### config.mk
export PLATFORM = sky130hd
export DESIGN_NAME = mmu_pipe_flat
export DESIGN_NICKNAME = d
export VERILOG_FILES = /design/src/rtl/mmu_pipe_pkg.sv /design/src/rtl/mmu_pipe_if.sv /design/src/rtl/mmu_pipe_decode.sv /design/src/rtl/mmu_pipe.sv /design/src/flat_wrapper.sv
export SDC_FILE = /design/constraint.sdc
export NUM_CORES = 1
export LEC_CHECK = 0
export ABC_AREA = 1
export BUFFER_PORTS_ARGS = -buffer_cell sky130_fd_sc_hd__clkbuf_2
export CORE_MARGIN = 2
export CORE_UTILIZATION = 47
export CTS_CLUSTER_SIZE = 8
export DETAILED_ROUTE_END_ITERATION = 16
export PLACE_DENSITY = 0.76
export SETUP_SLACK_MARGIN = 0.4
export SYNTH_ARGS = -nofsm -noshare
export SYNTH_HDL_FRONTEND = slang
export SYNTH_SLANG_ARGS = --single-unit
export TNS_END_PERCENT = 10
### constraint.sdc
create_clock -name clk -period 2.2 [get_ports clk]
set_input_delay 0.66 -clock clk [delete_from_list [all_inputs] [get_ports clk]]
set_output_delay 0.66 -clock clk [all_outputs]
set_load 0.02 [all_outputs]
### src/rtl/mmu_pipe_pkg.sv
// Shared definitions for the MMU translator and the data-memory / UART muxes.
package mmu_pipe_pkg;

  typedef enum logic [1:0] {
    BS_DATA  = 2'b00,
    BS_STACK = 2'b01,
    BS_UART  = 2'b10,
    BS_NONE  = 2'b11
  } block_sel_e;

  localparam int unsigned DEF_ADDR_W     = 16;
  localparam int unsigned DEF_DATA_BASE  = 32'h0000;
  localparam int unsigned DEF_DATA_SIZE  = 32;
  localparam int unsigned DEF_STACK_TOP  = 32'h0400;
  localparam int unsigned DEF_STACK_SIZE = 32;
  localparam int unsigned DEF_UART_BASE  = 32'h0800;
  localparam int unsigned DEF_UART_SIZE  = 32;
  localparam int unsigned DEF_FCNT_W     = 8;

  // Region enables packed as {uart, stack, data}; unmapped gives none.
  function automatic logic [2:0] region_onehot(input block_sel_e bs);
    case (bs)
      BS_DATA:  return 3'b001;
      BS_STACK: return 3'b010;
      BS_UART:  return 3'b100;
      default:  return 3'b000;
    endcase
  endfunction

endpackage

### src/rtl/mmu_pipe_if.sv
// Request/response handshake bus between the load/store unit and the MMU.
interface mmu_pipe_if #(
  parameter int unsigned ADDR_W = 16
) ();
  import mmu_pipe_pkg::*;

  logic              req_valid;
  logic              req_ready;
  logic [ADDR_W-1:0] req_addr;
  logic              req_write;

  logic              rsp_valid;
  logic              rsp_ready;
  block_sel_e        block_select;
  logic [ADDR_W-1:0] address_physical;
  logic              rsp_write;
  logic              DataEnable;
  logic              StackEnable;
  logic              UARTEnable;

  // Load/store unit side: issues requests, consumes responses.
  modport master (
    output req_valid, req_addr, req_write, rsp_ready,
    input  req_ready, rsp_valid, block_select, address_physical, rsp_write,
           DataEnable, StackEnable, UARTEnable
  );

  // MMU side.
  modport slave (
    input  req_valid, req_addr, req_write, rsp_ready,
    output req_ready, rsp_valid, block_select, address_physical, rsp_write,
           DataEnable, StackEnable, UARTEnable
  );
endinterface

### src/rtl/mmu_pipe_decode.sv
// Combinational region decode: priority data > stack > uart.
module mmu_decode import mmu_pipe_pkg::*; #(
  parameter int unsigned ADDR_W     = DEF_ADDR_W,
  parameter int unsigned DATA_BASE  = DEF_DATA_BASE,
  parameter int unsigned DATA_SIZE  = DEF_DATA_SIZE,
  parameter int unsigned STACK_TOP  = DEF_STACK_TOP,
  parameter int unsigned STACK_SIZE = DEF_STACK_SIZE,
  parameter int unsigned UART_BASE  = DEF_UART_BASE,
  parameter int unsigned UART_SIZE  = DEF_UART_SIZE
) (
  input  logic [ADDR_W-1:0] addr,
  output logic              hit,
  output block_sel_e        block_select,
  output logic [ADDR_W-1:0] phys
);

  // One extra bit: an address below a region base wraps to >= 2**ADDR_W,
  // which is larger than any legal region size, so a single unsigned
  // "offset < size" test covers both bounds without wrapping.
  localparam int unsigned W = ADDR_W + 1;
  typedef logic [W-1:0] ext_t;

  ext_t a_x;
  ext_t off_data;
  ext_t off_stack;
  ext_t off_uart;

  assign a_x       = {1'b0, addr};
  assign off_data  = a_x - ext_t'(DATA_BASE);
  assign off_stack = ext_t'(STACK_TOP) - a_x;
  assign off_uart  = a_x - ext_t'(UART_BASE);

  // Select the highest-priority region that contains the address.
  // NOTE: every output gets a default first, so no path leaves one unassigned and no latch is inferred.
  always_comb begin
    hit          = 1'b0;
    block_select = BS_NONE;
    phys         = '0;
    if (off_data < ext_t'(DATA_SIZE)) begin
      hit          = 1'b1;
      block_select = BS_DATA;
      phys         = off_data[ADDR_W-1:0];
    end else if (off_stack < ext_t'(STACK_SIZE)) begin
      hit          = 1'b1;
      block_select = BS_STACK;
      phys         = off_stack[ADDR_W-1:0];
    end else if (off_uart < ext_t'(UART_SIZE)) begin
      hit          = 1'b1;
      block_select = BS_UART;
      phys         = off_uart[ADDR_W-1:0];
    end
  end

endmodule

### src/rtl/mmu_pipe.sv
// One-stage registered address translator with valid/ready flow control,
// UART-full back-pressure on stores and sticky fault capture.
module mmu_pipe import mmu_pipe_pkg::*; #(
  parameter int unsigned ADDR_W     = DEF_ADDR_W,
  parameter int unsigned DATA_BASE  = DEF_DATA_BASE,
  parameter int unsigned DATA_SIZE  = DEF_DATA_SIZE,
  parameter int unsigned STACK_TOP  = DEF_STACK_TOP,
  parameter int unsigned STACK_SIZE = DEF_STACK_SIZE,
  parameter int unsigned UART_BASE  = DEF_UART_BASE,
  parameter int unsigned UART_SIZE  = DEF_UART_SIZE,
  parameter int unsigned FCNT_W     = DEF_FCNT_W
) (
  input  logic              clk,
  input  logic              rst_n,
  mmu_pipe_if.slave         bus,
  input  logic              uart_full,
  output logic              fault,
  output logic              fault_sticky,
  output logic [ADDR_W-1:0] fault_addr,
  output logic [FCNT_W-1:0] fault_count,
  input  logic              fault_clear
);

  typedef struct packed {
    block_sel_e        bs;
    logic [ADDR_W-1:0] phys;
    logic              write;
    logic [2:0]        en;
    logic              fault;
  } rsp_t;

  logic              dec_hit;
  block_sel_e        dec_bs;
  logic [ADDR_W-1:0] dec_phys;

  logic              uart_stall;
  logic              req_ready;
  logic              accept;
  logic              accept_fault;

  logic              rsp_valid_d, rsp_valid_q;
  rsp_t              rsp_d, rsp_q;
  logic              sticky_d, sticky_q;
  logic [ADDR_W-1:0] faddr_d, faddr_q;
  logic [FCNT_W-1:0] fcnt_d, fcnt_q;

  mmu_decode #(
    .ADDR_W    (ADDR_W),
    .DATA_BASE (DATA_BASE),
    .DATA_SIZE (DATA_SIZE),
    .STACK_TOP (STACK_TOP),
    .STACK_SIZE(STACK_SIZE),
    .UART_BASE (UART_BASE),
    .UART_SIZE (UART_SIZE)
  ) u_decode (
    .addr        (bus.req_addr),
    .hit         (dec_hit),
    .block_select(dec_bs),
    .phys        (dec_phys)
  );

  // Handshake: stores to a full UART stall; otherwise accept when the
  // output register is empty or being drained this cycle.
  always_comb begin
    uart_stall   = bus.req_valid && (dec_bs == BS_UART) && bus.req_write && uart_full;
    req_ready    = !uart_stall && (!rsp_valid_q || bus.rsp_ready);
    accept       = bus.req_valid && req_ready;
    accept_fault = accept && !dec_hit;
  end

  // Output register next state: load on accept, drop valid on consume, else hold.
  always_comb begin
    rsp_valid_d = rsp_valid_q;
    rsp_d       = rsp_q;
    if (accept) begin
      rsp_valid_d = 1'b1;
      rsp_d.bs    = dec_bs;
      rsp_d.phys  = dec_phys;
      rsp_d.write = bus.req_write;
      rsp_d.en    = region_onehot(dec_bs);
      rsp_d.fault = !dec_hit;
    end else if (bus.rsp_ready) begin
      rsp_valid_d = 1'b0;
    end
  end

  // Fault tracking; a fault accepted in the clearing cycle survives the clear.
  always_comb begin
    sticky_d = sticky_q;
    faddr_d  = faddr_q;
    fcnt_d   = fcnt_q;
    if (fault_clear) begin
      sticky_d = accept_fault;
      faddr_d  = accept_fault ? bus.req_addr : '0;
      fcnt_d   = accept_fault ? FCNT_W'(1) : '0;
    end else if (accept_fault) begin
      if (fcnt_q != '1) fcnt_d = fcnt_q + FCNT_W'(1);
      if (!sticky_q) begin
        sticky_d = 1'b1;
        faddr_d  = bus.req_addr;
      end
    end
  end

  // State registers with synchronous active-low reset.
  // NOTE: sequential state uses non-blocking assignments so every flop samples pre-edge values.
  always_ff @(posedge clk) begin
    if (!rst_n) begin
      rsp_valid_q <= 1'b0;
      rsp_q       <= '0;
      sticky_q    <= 1'b0;
      faddr_q     <= '0;
      fcnt_q      <= '0;
    end else begin
      rsp_valid_q <= rsp_valid_d;
      rsp_q       <= rsp_d;
      sticky_q    <= sticky_d;
      faddr_q     <= faddr_d;
      fcnt_q      <= fcnt_d;
    end
  end

  assign bus.req_ready        = req_ready;
  assign bus.rsp_valid        = rsp_valid_q;
  assign bus.block_select     = rsp_q.bs;
  assign bus.address_physical = rsp_q.phys;
  assign bus.rsp_write        = rsp_q.write;
  assign bus.DataEnable       = rsp_q.en[0];
  assign bus.StackEnable      = rsp_q.en[1];
  assign bus.UARTEnable       = rsp_q.en[2];
  assign fault                = rsp_q.fault;
  assign fault_sticky         = sticky_q;
  assign fault_addr           = faddr_q;
  assign fault_count          = fcnt_q;

endmodule

### src/flat_wrapper.sv
// flat-port wrapper written by rule: the top's interface ports become plain ports
module mmu_pipe_flat import mmu_pipe_pkg::*;
#(
  parameter int unsigned ADDR_W     = DEF_ADDR_W,
  parameter int unsigned DATA_BASE  = DEF_DATA_BASE,
  parameter int unsigned DATA_SIZE  = DEF_DATA_SIZE,
  parameter int unsigned STACK_TOP  = DEF_STACK_TOP,
  parameter int unsigned STACK_SIZE = DEF_STACK_SIZE,
  parameter int unsigned UART_BASE  = DEF_UART_BASE,
  parameter int unsigned UART_SIZE  = DEF_UART_SIZE,
  parameter int unsigned FCNT_W     = DEF_FCNT_W
)
  (clk, rst_n, uart_full, fault, fault_sticky, fault_addr, fault_count, fault_clear, bus_req_valid, bus_req_addr, bus_req_write, bus_rsp_ready, bus_req_ready, bus_rsp_valid, bus_block_select, bus_address_physical, bus_rsp_write, bus_DataEnable, bus_StackEnable, bus_UARTEnable);
  mmu_pipe_if #(.ADDR_W(ADDR_W)) bus_i ();
  input  logic clk;
  input  logic rst_n;
  input  logic uart_full;
  output logic fault;
  output logic fault_sticky;
  output logic [ADDR_W-1:0] fault_addr;
  output logic [FCNT_W-1:0] fault_count;
  input  logic fault_clear;
  input wire logic [$bits(bus_i.req_valid)-1:0] bus_req_valid;
  input wire logic [$bits(bus_i.req_addr)-1:0] bus_req_addr;
  input wire logic [$bits(bus_i.req_write)-1:0] bus_req_write;
  input wire logic [$bits(bus_i.rsp_ready)-1:0] bus_rsp_ready;
  output wire logic [$bits(bus_i.req_ready)-1:0] bus_req_ready;
  output wire logic [$bits(bus_i.rsp_valid)-1:0] bus_rsp_valid;
  output wire logic [$bits(bus_i.block_select)-1:0] bus_block_select;
  output wire logic [$bits(bus_i.address_physical)-1:0] bus_address_physical;
  output wire logic [$bits(bus_i.rsp_write)-1:0] bus_rsp_write;
  output wire logic [$bits(bus_i.DataEnable)-1:0] bus_DataEnable;
  output wire logic [$bits(bus_i.StackEnable)-1:0] bus_StackEnable;
  output wire logic [$bits(bus_i.UARTEnable)-1:0] bus_UARTEnable;
  assign bus_i.req_valid = bus_req_valid;
  assign bus_i.req_addr = bus_req_addr;
  assign bus_i.req_write = bus_req_write;
  assign bus_i.rsp_ready = bus_rsp_ready;
  assign bus_req_ready = bus_i.req_ready;
  assign bus_rsp_valid = bus_i.rsp_valid;
  assign bus_block_select = bus_i.block_select;
  assign bus_address_physical = bus_i.address_physical;
  assign bus_rsp_write = bus_i.rsp_write;
  assign bus_DataEnable = bus_i.DataEnable;
  assign bus_StackEnable = bus_i.StackEnable;
  assign bus_UARTEnable = bus_i.UARTEnable;
  mmu_pipe #(.ADDR_W(ADDR_W), .DATA_BASE(DATA_BASE), .DATA_SIZE(DATA_SIZE), .STACK_TOP(STACK_TOP), .STACK_SIZE(STACK_SIZE), .UART_BASE(UART_BASE), .UART_SIZE(UART_SIZE), .FCNT_W(FCNT_W)) u_core (.clk(clk), .rst_n(rst_n), .bus(bus_i), .uart_full(uart_full), .fault(fault), .fault_sticky(fault_sticky), .fault_addr(fault_addr), .fault_count(fault_count), .fault_clear(fault_clear));
endmodule
After elaboration in Yosys (flattened, before gate mapping)
Index checks and enable logic that the tools add are counted.
{ "op_classes": {"magnitude_cmp": 3, "n_reduce_logical": 16, "muxes": 22, "n_addsub": 3, "n_eq_ne": 4} }
{ "op_table": {"columns": ["cell", "count"], "rows": [
  ["$mux 16", 7],
  ["$lt 17x6->1 const B", 2],
  ["$mux 8", 3],
  ["$sub 11x16->17 const A", 1],
  ["$sub 16x12->17 const B", 1],
  ["$lt 16x6->1 const B", 1],
  ["$mux 1", 9],
  ["$pmux 3 s3", 1],
  ["$add 8x1->8 const B", 1],
  ["$ne 8x8->1 const B", 1],
  ["$logic_and 1x1->1", 6],
  ["$reduce_bool 2->1", 3],
  ["$mux 2", 2],
  ["$reduce_and 2->1", 2],
  ["$logic_not 1->1", 3],
  ["$eq 2x1->1 const B", 1],
  ["$eq 2x2->1 const B", 1],
  ["$logic_not 2->1", 1],
  ["$ne 2x2->1 const B", 1],
  ["$logic_or 1x1->1", 1]
]} }
{ "word_totals": {"word_cells": 57, "register_bits": 49, "input_bits": 23} }

Logic depth before layout (Yosys ltp)
{ "depth": {"depth_word": 15, "ltp_mapped": 17} }

By module
A second synthesis with hierarchy kept.
{ "hier_totals": {"cells_unflattened": 441, "hier_area_um2": 2967.8} }
{ "modules_own_cells": {"columns": ["mod", "cells_each", "instances", "seq_area_each_um2", "area_each_um2"], "rows": [
  ["mmu_pipe", 262, 1, 980.9, 2016.9],
  ["mmu_decode", 179, 1, 0.0, 950.9]
]} }

Worst setup path before layout
OpenSTA, ideal clock, no wires.
{ "synth_timing": {"path_kind": "in2reg", "startpoint": "input bus_req_addr[0]", "endpoint": "register u_core.faddr_q[0], in the netlist u_core.fault_addr[0]", "slack_ns": -0.104, "required_time_ns": 2.130, "cell_stages": 15, "setup_ns": 0.070, "t_arrival_ns": 2.234, "n_path_buf": 1, "path_cell_list": "inv_1 > ha_1 > nand2_2 > nor2_4 > nand2_1 > nand2_2 > nand3_1 > nor2_4 > nand3_2 > nand4_4 > nand2_4 > nand2_4 > buf_6 > nand2_1 > a21oi_1"} }
{ "synth_via": {"elab_chain_len": 15} }
{ "synth_rtl": {"columns": ["element", "line", "rtl"], "rows": [
  ["from (decl)", "flat_wrapper.sv:24", "input wire logic [$bits(bus_i.req_addr)-1:0] bus_req_addr;"],
  ["$sub 16x12->17", "mmu_pipe_decode.sv:31", "assign off_uart = a_x - ext_t'(UART_BASE);"],
  ["$lt 17x6->1", "mmu_pipe_decode.sv:47", "end else if (off_uart < ext_t'(UART_SIZE)) begin"],
  ["$mux 1", "mmu_pipe_decode.sv:47", null],
  ["$mux 2", "mmu_pipe_decode.sv:43", "end else if (off_stack < ext_t'(STACK_SIZE)) begin"],
  ["$mux 2", "mmu_pipe_decode.sv:39", "if (off_data < ext_t'(DATA_SIZE)) begin"],
  ["$eq 2x2->1", "mmu_pipe.sv:65", "uart_stall = bus.req_valid && (dec_bs == BS_UART) && bus.req_write && uart_full;"],
  ["$logic_and 1x1->1 (3 in series)", "mmu_pipe.sv:65", null],
  ["$logic_not 1->1", "mmu_pipe.sv:66", "req_ready = !uart_stall && (!rsp_valid_q || bus.rsp_ready);"],
  ["$logic_and 1x1->1", "mmu_pipe.sv:66", null],
  ["$logic_and 1x1->1", "mmu_pipe.sv:67", "accept = bus.req_valid && req_ready;"],
  ["$logic_and 1x1->1", "mmu_pipe.sv:68", "accept_fault = accept && !dec_hit;"],
  ["$mux 16 or $reduce_bool 2->1 (tied branches)", null, null],
  ["$mux 16 or $reduce_and 2->1 (tied branches)", null, null],
  ["to (signal assigned)", "mmu_pipe.sv:118", "faddr_q <= faddr_d;"],
  ["to (decl)", "mmu_pipe.sv:44", "logic [ADDR_W-1:0] faddr_d, faddr_q;"]
]} }
Parallel ways exist; a longest one is shown, timed or not. The select of a mux whose other input is x is not followed.
A chain may end at the register's enable or synchronous reset.

Final worst setup path
{ "layout_timing": {"startpoint": "input bus_req_addr[1]", "endpoint": "register u_core.faddr_q[6], in the netlist u_core.fault_addr[6]"} }
{ "layout_via": {"elab_chain_len": 15} }
{ "layout_rtl": {"columns": ["element", "line"], "rows": [
  ["$sub 16x12->17", "mmu_pipe_decode.sv:31"],
  ["$lt 17x6->1", "mmu_pipe_decode.sv:47"],
  ["$mux 1", "mmu_pipe_decode.sv:47"],
  ["$mux 2", "mmu_pipe_decode.sv:43"],
  ["$mux 2", "mmu_pipe_decode.sv:39"],
  ["$eq 2x2->1", "mmu_pipe.sv:65"],
  ["$logic_and 1x1->1 (3 in series)", "mmu_pipe.sv:65"],
  ["$logic_not 1->1", "mmu_pipe.sv:66"],
  ["$logic_and 1x1->1", "mmu_pipe.sv:66"],
  ["$logic_and 1x1->1", "mmu_pipe.sv:67"],
  ["$logic_and 1x1->1 *", "mmu_pipe.sv:68"],
  ["$mux 16 or $reduce_bool 2->1 (tied branches)", null],
  ["$mux 16 or $reduce_and 2->1 (tied branches)", null]
]} }
Mark *: on every way between the ends. The rest lies on a longest branch, timed or not.

==> results.toml <==
[sta]
worst_slack_ns = -0.175
max_freq_ghz = 0.421
finalHoldViolations = 0
period_minus_slack_ns = 2.37
maxSlewHeadroom_pct = 69.8
holdWs_ns = 0.440
post-route-period-util_pct = 108
rsz0062_at_grt = "true"
skew_ns = 0.0111
tightest_slew_ns = 0.452
setup_viol = 24
drv_slew = 0

[route]
viasPerCell = 5.24
routed_wl_um = 8850
drc_errors = 0
wl_per_cell_um = 14.8
initialDrtViolationCount = 272
ant_nets = 0
firstDrtPassIters = 6
num_vias = 3126

[pwr]
powerDensity_nw_per_um2 = 539
p_leak_nw = 2.02
ir_drop_mv = 0.439

[place]
port-buffer-count = 72
place_hpwl_um = 5860
gp_congestion = 0.894

[logic_synthesis]
yosys.area_share.simple_pct = 38.9
syn_avg_cell_area_um2 = 6.80
synth_compound_area_share_pct = 10.2
synthAdderAreaFrac_pct = 2.43
yosys_warnings = 0
synth_top_family_by_area = "simple AND/OR/NAND/NOR gates"
ys_seq_area_share_pct = 38.1
synth_xor_area_share_pct = 2.72
synth_cell_types = 31
syn_area_um2 = 2580
ys_seq_elements = 49
syn_nets = 407
syn_inst = 379
synth_mux_area_share_pct = 0

[floorplan]
row_count = 26
fp.coreArea_um2 = 5200
die_h_um = 78.1
die_width_um = 78.1
io_pins = 73
start_util_pct = 49.5
design.die.area_um2 = 6090

[cells_and_area]
mostFrequentLayoutCell = "nand2_1"
final_cell_mix = "nand2_1, buf_4, clkbuf_2"
nets = 554
n_antenna_cell = 0
fin_util_pct = 80.0
area_delta_synth_final_pct = 61.5
drive_gt1_share_pct = 45.0

[critical_path]
crit_required_ns = 2.44
critPathMaxFanout = 8
criticalPathCategory = "input pin to flop"
end_kind = "flop"
cp.arrival_ns = 2.62
cp-start-kind = "input pin"

[min_path]
hold_path_class = "flop to flop"

[clock_tree]
ctsHoldBuffers = 0
cts_tree = "built"
clock_latency_ns = 0.31
clkSinkCount = 49
cts_max_path_buffers = 2
numCtsBuffers = 5
cts_max_level = 2
clk_pin_slew_worst_paths_ns = 0.09
cts_root_buffer = "clkbuf_8"

[global_route]
grt_overflow = 0
grt_max_degree = 30
grt_pass1_vias = 2808
gr-usage-all-layers_pct = 27.0
grt_pass1_wl_um = 13200
antenna_found_initial = 0

[outcome]
status = "complete, but fails checks"
violations = "setup timing"

[run]
cap_violations = 0
==> worst max-delay path, cell delays in order <==
cell and delay (ns):
clkbuf_4 0.16, inv_8 0.06, ha_4 0.16, nand2_2 0.07
inv_2 0.07, nand3_1 0.06, nand2_1 0.08, inv_1 0.06
nor2_2 0.16, nand2_2 0.10, nor2_4 0.14, nand3_4 0.09
nand4_4 0.17, buf_12 0.13, nand2_8 0.08, nand2_8 0.12
nand2_1 0.07, a21oi_1 0.15
==> cell type report <==
| class | count | area, um^2 |
|---|---|---|
| clock buffer | 5 | 68.8 |
| clock inverter | 3 | 68.8 |
| fill | 321 | 1040 |
| inverter | 40 | 188 |
| multi-input combinational | 282 | 1710 |
| sequential | 49 | 981 |
| tap | 70 | 87.6 |
| timing repair buffer | 148 | 1050 |
==> sequential cells by signal, indices dropped and copies added (netlist names) <==
name	cells
u_core.bus.rsp_write	1
u_core.bus.rsp_valid	1
u_core.fault_count	8
u_core.bus.DataEnable	1
u_core.bus.block_select	2
u_core.bus.address_physical	16
u_core.fault_sticky	1
u_core.bus.StackEnable	1
u_core.fault_addr	16
u_core.bus.UARTEnable	1
u_core.fault	1
==> metal layers <==
metal	vias up	share of wire (%)	track usage, %
met1	1470	40	35.1
met5	-	0	0
met2	123	49	45.2
met3	23	7.9	5.63
li1	1510	-	-
met4	0	2.4	8.25
==> through the flow <==
stage	total power, mW	TNS (ns)	instances	setup slack (ns)	instance area (um^2)
after floorplan	1.18	0	379	0.0412	2660
after detailed placement	1.38	-10.49	575	-0.380	3560
after global placement	1.38	-8.95	575	-0.336	3560
after CTS	2.18	-0.268	590	-0.163	3920
after global routing	2.32	-5.56	597	-0.237	4160
final	2.24	-2.71	597	-0.175	4160
==> synth_stat cells, drive strengths merged <==
library cell  number  area (um^2)
ha                 5         62.6
and3               1         6.26
o21a               2         15.0
clkbuf             7         26.3
a31oi              1         6.26
nand4              7         58.8
o211ai             1         7.51
o21ai              8         40.0
or2                2         12.5
xor2               8         70.1
nor3               5         25.0
o211a              1         10.0
dfxtp             49          981
a21oi             36          184
nand3             34          175
buf                2         22.5
nand3b             1         7.51
inv               39          146
nand2            120          478
nor4               1         6.26
clkinv             1         3.75
nor2              48          233
==> repair_timing <==
action,4_1_cts,5_1_grt
setup buffers,6,6
pin swaps,18,24
gates cloned,1,1
hold endpoints to repair,0,0
gates resized for setup,34,45
setup endpoints to repair,50,50
==> final timing paths <==
| kind | slack [ns] | to | start | cells after the start |
|---|---|---|---|---|
| worst max-delay path | -0.17 | u_core.fault_addr[6] | bus_req_addr[1] | 18 |
| worst min-delay path | 0.44 | u_core.bus.address_physical[5] | u_core.bus.address_physical[5] | 2 |
| worst max register to register | 0.34 | u_core.fault_count[5] | u_core.fault_count[1] | 10 |
| worst min register to register | 0.44 | u_core.bus.address_physical[5] | u_core.bus.address_physical[5] | 2 |
==> cells by family (layout without fill, tap and decap cells) <==
group | after synthesis | in the layout
compound gates | 49 | 49
xor+xnor | 8 | 8
fa+ha+maj | 5 | 5
buf+inv | 49 | 196
flops | 49 | 49
simple gates | 219 | 220
==> report_power, final <==
part / switching, mW / leakage [nW] / internal [mW]
clock network: 0.312 / 0.0687 / 0.457
logic: 0.303 / 1.55 / 0.226
registers: 0.0232 / 0.400 / 0.920
(Power assumes the default switching activity.)
